[src/rtl/seg_scan_if.sv]
// Scanned 7-segment display bus: raw active-low lines from the driver side and
// the per-digit values recovered by the receiver.
interface seg_scan_if #(
    parameter int unsigned NUM_DIGITS = 4
);
    localparam int unsigned IDX_W = $clog2(NUM_DIGITS);

    logic [7:0]              segments_n;
    logic [NUM_DIGITS-1:0]   digit_n;
    logic [4*NUM_DIGITS-1:0] hex_out;
    logic [NUM_DIGITS-1:0]   dp_out;
    logic [NUM_DIGITS-1:0]   digit_valid;
    logic [NUM_DIGITS-1:0]   code_err;
    logic                    update;
    logic [IDX_W-1:0]        update_idx;

    modport master (
        output segments_n, digit_n,
        input  hex_out, dp_out, digit_valid, code_err, update, update_idx
    );

    modport slave (
        input  segments_n, digit_n,
        output hex_out, dp_out, digit_valid, code_err, update, update_idx
    );
endinterface

[src/rtl/seg_scan_decoder.sv]
// Receive side of a scanned 7-segment bus: synchronises the lines, waits for a
// stable one-hot digit enable and captures the decoded glyph into that digit.
module seg_scan_decoder #(
    parameter int unsigned NUM_DIGITS    = 4,
    parameter int unsigned STABLE_CYCLES = 16
) (
    input  logic     clk,
    input  logic     reset,
    seg_scan_if.slave bus
);
    localparam int unsigned IDX_W = $clog2(NUM_DIGITS);
    localparam int unsigned CNT_W = $clog2(STABLE_CYCLES);
    localparam int unsigned W     = NUM_DIGITS + 8;
    localparam logic [CNT_W-1:0] CNT_MAX = CNT_W'(STABLE_CYCLES - 1);

    typedef enum logic [1:0] {StIdle, StSettle, StCapture, StHold} state_e;

    state_e                  state_q;
    logic [W-1:0]            sync1_q, sync2_q, prev_q;
    logic [CNT_W-1:0]        cnt_q;
    logic [4*NUM_DIGITS-1:0] hex_q;
    logic [NUM_DIGITS-1:0]   dp_q, valid_q, err_q;
    logic                    update_q;
    logic [IDX_W-1:0]        update_idx_q;

    logic [NUM_DIGITS-1:0] s_dig;
    logic [6:0]            s_seg;
    logic                  s_dp, s_onehot, chg, dec_ok;
    logic [3:0]            dec_val;
    logic [IDX_W-1:0]      idx;

    assign s_dig    = ~sync2_q[W-1:8];
    assign s_seg    = ~sync2_q[6:0];
    assign s_dp     = ~sync2_q[7];
    assign s_onehot = $onehot(s_dig);
    assign chg      = (sync2_q != prev_q);

    always_comb begin
        idx = '0;
        for (int i = 0; i < int'(NUM_DIGITS); i++) begin
            if (s_dig[i]) idx = IDX_W'(i);
        end
    end

    always_comb begin
        dec_ok  = 1'b1;
        dec_val = 4'h0;
        case (s_seg)
            7'h3F: dec_val = 4'h0;
            7'h06: dec_val = 4'h1;
            7'h5B: dec_val = 4'h2;
            7'h4F: dec_val = 4'h3;
            7'h66: dec_val = 4'h4;
            7'h6D: dec_val = 4'h5;
            7'h7D: dec_val = 4'h6;
            7'h07: dec_val = 4'h7;
            7'h7F: dec_val = 4'h8;
            7'h6F: dec_val = 4'h9;
            7'h77: dec_val = 4'hA;
            7'h7C: dec_val = 4'hB;
            7'h39: dec_val = 4'hC;
            7'h5E: dec_val = 4'hD;
            7'h79: dec_val = 4'hE;
            7'h71: dec_val = 4'hF;
            default: dec_ok = 1'b0;
        endcase
    end

    // Idle bus is all-ones, so the synchroniser resets to that value.
    always_ff @(posedge clk) begin
        if (reset) begin
            sync1_q <= '1;
            sync2_q <= '1;
            prev_q  <= '1;
            cnt_q   <= '0;
        end else begin
            sync1_q <= {bus.digit_n, bus.segments_n};
            sync2_q <= sync1_q;
            prev_q  <= sync2_q;
            if (chg)                 cnt_q <= '0;
            else if (cnt_q != CNT_MAX) cnt_q <= cnt_q + 1'b1;
        end
    end

    // Digit registers are written on the edge entering StCapture, so they are
    // already valid in the cycle update is high.
    always_ff @(posedge clk) begin
        if (reset) begin
            state_q      <= StIdle;
            hex_q        <= '0;
            dp_q         <= '0;
            valid_q      <= '0;
            err_q        <= '0;
            update_q     <= 1'b0;
            update_idx_q <= '0;
        end else begin
            update_q <= 1'b0;
            case (state_q)
                StIdle: begin
                    if (chg && s_onehot) state_q <= StSettle;
                end
                StSettle: begin
                    if (chg) begin
                        state_q <= s_onehot ? StSettle : StIdle;
                    end else if (cnt_q == CNT_MAX) begin
                        state_q      <= StCapture;
                        update_q     <= 1'b1;
                        update_idx_q <= idx;
                        dp_q[idx]    <= s_dp;
                        valid_q[idx] <= dec_ok;
                        err_q[idx]   <= ~dec_ok;
                        if (dec_ok) hex_q[idx*4 +: 4] <= dec_val;
                    end
                end
                StCapture, StHold: begin
                    if (chg) state_q <= s_onehot ? StSettle : StIdle;
                    else     state_q <= StHold;
                end
                default: state_q <= StIdle;
            endcase
        end
    end

    assign bus.hex_out     = hex_q;
    assign bus.dp_out      = dp_q;
    assign bus.digit_valid = valid_q;
    assign bus.code_err    = err_q;
    assign bus.update      = update_q;
    assign bus.update_idx  = update_idx_q;
endmodule

[src/flat_wrapper.sv]
// flat-port wrapper written by rule: the top's interface ports become plain ports
module seg_scan_decoder_flat 
#(
    parameter int unsigned NUM_DIGITS    = 4,
    parameter int unsigned STABLE_CYCLES = 16
)
  (clk, reset, bus_segments_n, bus_digit_n, bus_hex_out, bus_dp_out, bus_digit_valid, bus_code_err, bus_update, bus_update_idx);
  seg_scan_if #(.NUM_DIGITS(NUM_DIGITS)) bus_i ();
  input  logic clk;
  input  logic reset;
  input wire logic [$bits(bus_i.segments_n)-1:0] bus_segments_n;
  input wire logic [$bits(bus_i.digit_n)-1:0] bus_digit_n;
  output wire logic [$bits(bus_i.hex_out)-1:0] bus_hex_out;
  output wire logic [$bits(bus_i.dp_out)-1:0] bus_dp_out;
  output wire logic [$bits(bus_i.digit_valid)-1:0] bus_digit_valid;
  output wire logic [$bits(bus_i.code_err)-1:0] bus_code_err;
  output wire logic [$bits(bus_i.update)-1:0] bus_update;
  output wire logic [$bits(bus_i.update_idx)-1:0] bus_update_idx;
  assign bus_i.segments_n = bus_segments_n;
  assign bus_i.digit_n = bus_digit_n;
  assign bus_hex_out = bus_i.hex_out;
  assign bus_dp_out = bus_i.dp_out;
  assign bus_digit_valid = bus_i.digit_valid;
  assign bus_code_err = bus_i.code_err;
  assign bus_update = bus_i.update;
  assign bus_update_idx = bus_i.update_idx;
  seg_scan_decoder #(.NUM_DIGITS(NUM_DIGITS), .STABLE_CYCLES(STABLE_CYCLES)) u_core (.clk(clk), .reset(reset), .bus(bus_i));
endmodule
[config.mk]
export PLATFORM = sky130hd
export DESIGN_NAME = seg_scan_decoder_flat
export DESIGN_NICKNAME = d
export VERILOG_FILES = /design/src/rtl/seg_scan_if.sv /design/src/rtl/seg_scan_decoder.sv /design/src/flat_wrapper.sv
export SDC_FILE = /design/constraint.sdc
export NUM_CORES = 1
export LEC_CHECK = 0
export BUFFER_PORTS_ARGS = -buffer_cell sky130_fd_sc_hd__clkbuf_2
export CAP_MARGIN = 5
export CORE_MARGIN = 1.5
export CORE_UTILIZATION = 60
export CTS_CLUSTER_SIZE = 24
export DETAILED_ROUTE_END_ITERATION = 10
export GPL_TIMING_DRIVEN = 0
export PLACE_DENSITY_LB_ADDON = 0.08
export SETUP_SLACK_MARGIN = 0.4
export SYNTH_ARGS = -nofsm -noshare
export SYNTH_HDL_FRONTEND = slang
export SYNTH_SLANG_ARGS = --single-unit
[constraint.sdc]
create_clock -name clk -period 4.2 [get_ports clk]
set_input_delay 0 -clock clk [delete_from_list [all_inputs] [get_ports clk]]
set_output_delay 0 -clock clk [all_outputs]
set_load 0.02 [all_outputs]
== After elaboration in Yosys (flattened, before gate mapping) ==
Cells that the tools add are included.

* Output and inout port bits: 31
* Flip-flop bits (word level): 73

* Shift operators: 2
* Reductions and logical operators: 10
* Multiplexer cells: 18
* $add $sub $neg: 5
* Bitwise operators: 6
* $lt $le $gt $ge: 2
* Equality and inequality tests: 25

{| class="wikitable"
|+ Operators by type and width
! cell !! count
|-
| == test 7 bit (second input constant) || 12
|-
| case mux 4 bit (15 select lines) || 1
|-
| negator 4 -> 34 bit || 1
|-
| variable shift 4 x 34 -> 16 bit (first input constant) || 1
|-
| indexed part select 4 x 34 -> 16 bit || 1
|-
| bitwise mux 16 bit || 1
|-
| OR reduction 16 bit || 1
|-
| == test 7 x 3 -> 1 bit (second input constant) || 2
|-
| == test 7 x 6 -> 1 bit (second input constant) || 2
|-
| bitwise mux 4 bit || 3
|-
| 2-to-1 mux 2 bit || 6
|-
| != test 12 bit || 1
|-
| NOT 7 bit || 1
|-
| case mux 2 bit (3 select lines) || 1
|-
| 2-to-1 mux 1 bit || 5
|-
| adder 1 x 1 -> 2 bit || 2
|-
| adder 4 x 1 -> 4 bit (second input constant) || 1
|-
| == test 2 bit (second input constant) || 2
|-
| == test 4 bit (second input constant) || 1
|-
| != test 4 bit (second input constant) || 1
|-
| NOT 1 bit || 4
|-
| NOT 4 bit || 1
|-
| AND reduction 4 bit || 1
|-
| OR reduction 2 bit || 2
|-
| other kinds (13) || 14
|}

== Depth between registers and ports, before layout ==
* Depth in word-level cells: 9
* Gate-level depth with buffers: 8
* Mapped depth without buffers: 7

== Worst setup path after synthesis ==
OpenSTA, ideal clock, no wires.

* Path type: register to register
* From: reg u_core.cnt_q[0]
* To: reg u_core.hex_q[5] (netlist: u_core.bus.hex_out[5])
* Arrival: 2.412 ns
* Path slack: 1.667 ns
* Period minus slack after synthesis: 2.533 ns
* Required time: 4.079 ns
* Stages on the path, launching flop included: 8
* Cell sequence: dfxtp_1 ha_1 nand3_2 or3b_4 nor4b_4 nand3_1 a21oi_2 mux2_2

* Longest elaborated chain between the ends: 2

{| class="wikitable"
|+ Ends and longest elaborated chain
! element !! RTL line !! RTL
|-
| from (decl) || seg_scan_decoder.sv:20 || <nowiki>logic [CNT_W-1:0] cnt_q;</nowiki>
|-
| from (signal assigned) || seg_scan_decoder.sv:81 || <nowiki>else if (cnt_q != CNT_MAX) cnt_q <= cnt_q + 1'b1;</nowiki>
|-
| == test 4 bit || seg_scan_decoder.sv:105 || <nowiki>end else if (cnt_q == CNT_MAX) begin</nowiki>
|-
| AND reduction 4 bit (no line) || -- ||
|-
| to (signal, indexed assignment) || seg_scan_decoder.sv:112 || <nowiki>if (dec_ok) hex_q[idx*4 +: 4] <= dec_val;</nowiki>
|-
| to (decl) || seg_scan_decoder.sv:21 || <nowiki>logic [4*NUM_DIGITS-1:0] hex_q;</nowiki>
|}

Every way passes these cells.
A chain may end at the register's enable or synchronous reset.

== Final worst setup path ==
Same ends and word-level chain as after synthesis.

==> results.cfg <==
[sta]
worst_hold_slack_ns = 0.0864
period_share = 0.694
rsz0062_at_grt = no
finClkSkew_ns = 0.00740
setup_slack_ns = 1.29
maxSlewHeadroom = 0.435
finalSetupViolCount = 0
finalSetupTns_ns = 0
period_needed_ns = 2.91
finalMaxSlewViolations = 0
fmax_mhz = 343
hold_viol_final = 0
tightest_slew_ns = 0.845

[clocking]
cts_resized = 0
clock_path_buffers = 2
cts.clk_slew.worst_paths_ns = 0.07
cts_tree = built
cts_buffers = 9
postCtsHoldBufs = 12
clk_latency_ns = 0.34
htree_levels = 3
root_buffer = clkbuf_8
post_cts_buffers = 0
cts_sinks = 73

[synthesis]
synth_cell_types = 51
syn_area_mm2 = 0.00307
synth_edf_count = 0
yosys_warnings = 0
seq_area_frac_synth = 0.476
ys_seq_elements = 73
synth_flop_cell = dfxtp_1
ys_async_sr_fraction = 0
synth_area_per_cell_um2 = 9.54
synth_fp_nets = 344
synth_cells = 322

[global_routing]
grt_pass1_wl_um = 11600
overflow = 0
grt_usage = 0.280
grt_pass1_vias = 2456
antenna_found_initial = 0
grt_start_max_net_pins = 12

[power]
peakVddDrop_v = 0.000259
seq_power_share = 0.534
p_total_mw = 1.35
powerDensity_mw_per_mm2 = 365
p_switching_mw = 0.306
pwr-share-comb = 0.069
power.internal_mw = 1.04
sw_frac_of_total = 0.228
clkPwrFrac = 0.397
power.leakage_nw = 1.52

[min_path]
worstHoldStart = reset
min_path_type = primary input to register

[setup_path]
cp_max_fo = 10
r2r_setup_slack_ns = 1.29
cp.arrival_ns = 3.15
crit_type = register to register
cp-end-kind = register
start_kind = register
crit_start = u_core.cnt_q[0]$_SDFFE_PP0N_
critical_path_required_ns = 4.43
r2r_start = u_core.cnt_q[0]$_SDFFE_PP0N_

[layout]
diodes = 0
multiInputGateArea_mm2 = 0.00152
drive_above_1_share = 0.254
final_nets = 411
final_cells = 461
fin_util = 0.765
n_fill_cell = 347
syn_to_final_growth_pct = 20.0
seqCellArea_mm2 = 0.00146
design_area_mm2 = 0.00368

[routing]
drc = 0
first_iter_violations = 167
viasPerCell = 5.41
num_vias = 2494
post_drt_wl_per_cell_um = 15.1
drt_wl_total_um = 6940
ant_nets = 0
dr.pass1.iters = 6

[placed_design]
gp_congestion = 0.860
post_dp_cell_area_mm2 = 0.00338
place_hpwl_um = 4690
dpl.cell_count = 433
dp_slack_ns = 1.32
portBuffers = 44

[status]
status = finished clean

[flow_run]
maxCapViolations = 0

[floorplanning]
core-area_mm2 = 0.00482
num_rows = 25
start_util = 0.638
fp.dieW_um = 74.6
die_area_mm2 = 0.00556
die_h_um = 74.6
num_io_pins = 45
[cells in the mapped netlist, types with 3 or more instances]
cell type | number | area share
dfxtp_1 | 73 | 0.48
nand2_1 | 33 | 0.040
or2_2 | 31 | 0.063
nand3_1 | 17 | 0.028
nor2_1 | 17 | 0.021
mux2i_1 | 15 | 0.049
clkbuf_1 | 14 | 0.017
a21oi_1 | 9 | 0.015
nor3_1 | 9 | 0.015
xnor2_1 | 9 | 0.026
nand2b_1 | 8 | 0.016
ha_1 | 7 | 0.029
inv_1 | 7 | 0.0086
and3_1 | 6 | 0.012
o21ai_0 | 6 | 0.0098
xor2_1 | 6 | 0.017
nand4_1 | 5 | 0.010
nor3b_1 | 4 | 0.0098
nor4_1 | 4 | 0.0081
a211oi_1 | 3 | 0.0073
o211a_1 | 3 | 0.0098
[logic make-up (layout without fill, tap and decap cells)]
logic type                 count (synthesis)  after routing  synth area share
adders and majority gates                  8              8            0.0350
buffers and inverters                     24             96            0.0310
AOI/OAI and AO/OA                         34             34            0.0790
muxes                                     16             16            0.0525
DFF                                       73             73             0.476
xor gates and xnor gates                  15             15            0.0428
and+or+nand+nor                          152            152             0.284
[layer usage]
layer | track usage | vias to the layer above | routed length [µm]
met5 | 0 | - | 0
li1 | - | 1241 | -
met1 | 0.370 | 1156 | 3200
met2 | 0.453 | 82 | 3230
met4 | 0.123 | 0 | 155
met3 | 0.0488 | 15 | 355
[final timing paths]
kind	endpoint	cells after the start
worst min-delay path	u_core.bus.hex_out[5]$_SDFFE_PP0P_	3
worst max register to register	u_core.bus.hex_out[5]$_SDFFE_PP0P_	7
worst max-delay path	u_core.bus.hex_out[5]$_SDFFE_PP0P_	7
worst min register to register	u_core.sync2_q[2]$_SDFF_PP1_	1
[power by group through the flow]
stage               Sequential (mW)  Combinational, mW  Clock, mW
finish                        0.718             0.0933      0.534
global route                  0.719              0.103      0.570
CTS                           0.718             0.0913      0.536
detailed placement            0.733             0.0821          0
global placement              0.733             0.0796          0
floorplan                     0.730             0.0592          0
[worst max-delay path, cell delays in order, from the launching register on]
cell and delay, ns:
dfxtp_1 0.40, ha_1 0.28, nand3_2 0.16, or3b_4 0.45, nor4b_4 0.61, nand3_1 0.25
a21oi_2 0.30, mux2_2 0.37
[state kept, by name, summed over array words and instances, names as in the netlist, 4 cells and up]
register / count
u_core.bus.digit_valid: 4
u_core.sync2_q: 12
u_core.cnt_q: 4
u_core.bus.code_err: 4
u_core.bus.dp_out: 4
u_core.prev_q: 12
u_core.sync1_q: 12
u_core.bus.hex_out: 16
[layout by cell type (no fill, tap or decap), types with 2 or more instances in the layout]
| master | count |
|---|---|
| a211oi_1 | 3 |
| a21boi_0 | 2 |
| a21oi_1 | 9 |
| a2bb2oi_1 | 2 |
| a31oi_1 | 2 |
| and3_1 | 6 |
| and3b_1 | 2 |
| clkbuf_1 | 17 |
| clkbuf_2 | 44 |
| clkbuf_8 | 10 |
| clkinv_2 | 2 |
| dfxtp_1 | 73 |
| dlygate4sd3_1 | 12 |
| ha_1 | 7 |
| inv_1 | 7 |
| mux2i_1 | 15 |
| nand2_1 | 33 |
| nand2b_1 | 8 |
| nand3_1 | 17 |
| nand4_1 | 5 |
| nand4b_1 | 2 |
| nor2_1 | 17 |
| nor2b_1 | 2 |
| nor3_1 | 9 |
| nor3b_1 | 4 |
| nor4_1 | 4 |
| o211a_1 | 3 |
| o21ai_0 | 6 |
| or2_2 | 31 |
| xnor2_1 | 9 |
| xor2_1 | 6 |
[cell type report]
class,count,share of cell area
Sequential cell,73,0.397
Inverter,8,0.00815
Timing Repair Buffer,56,0.0924
Buffer,16,0.0177
Clock inverter,3,0.0109
Multi-Input combinational cell,225,0.411
Tap cell,67,0.0228
Clock buffer,13,0.0404
No activity file was read; power rests on OpenSTA's default activity.
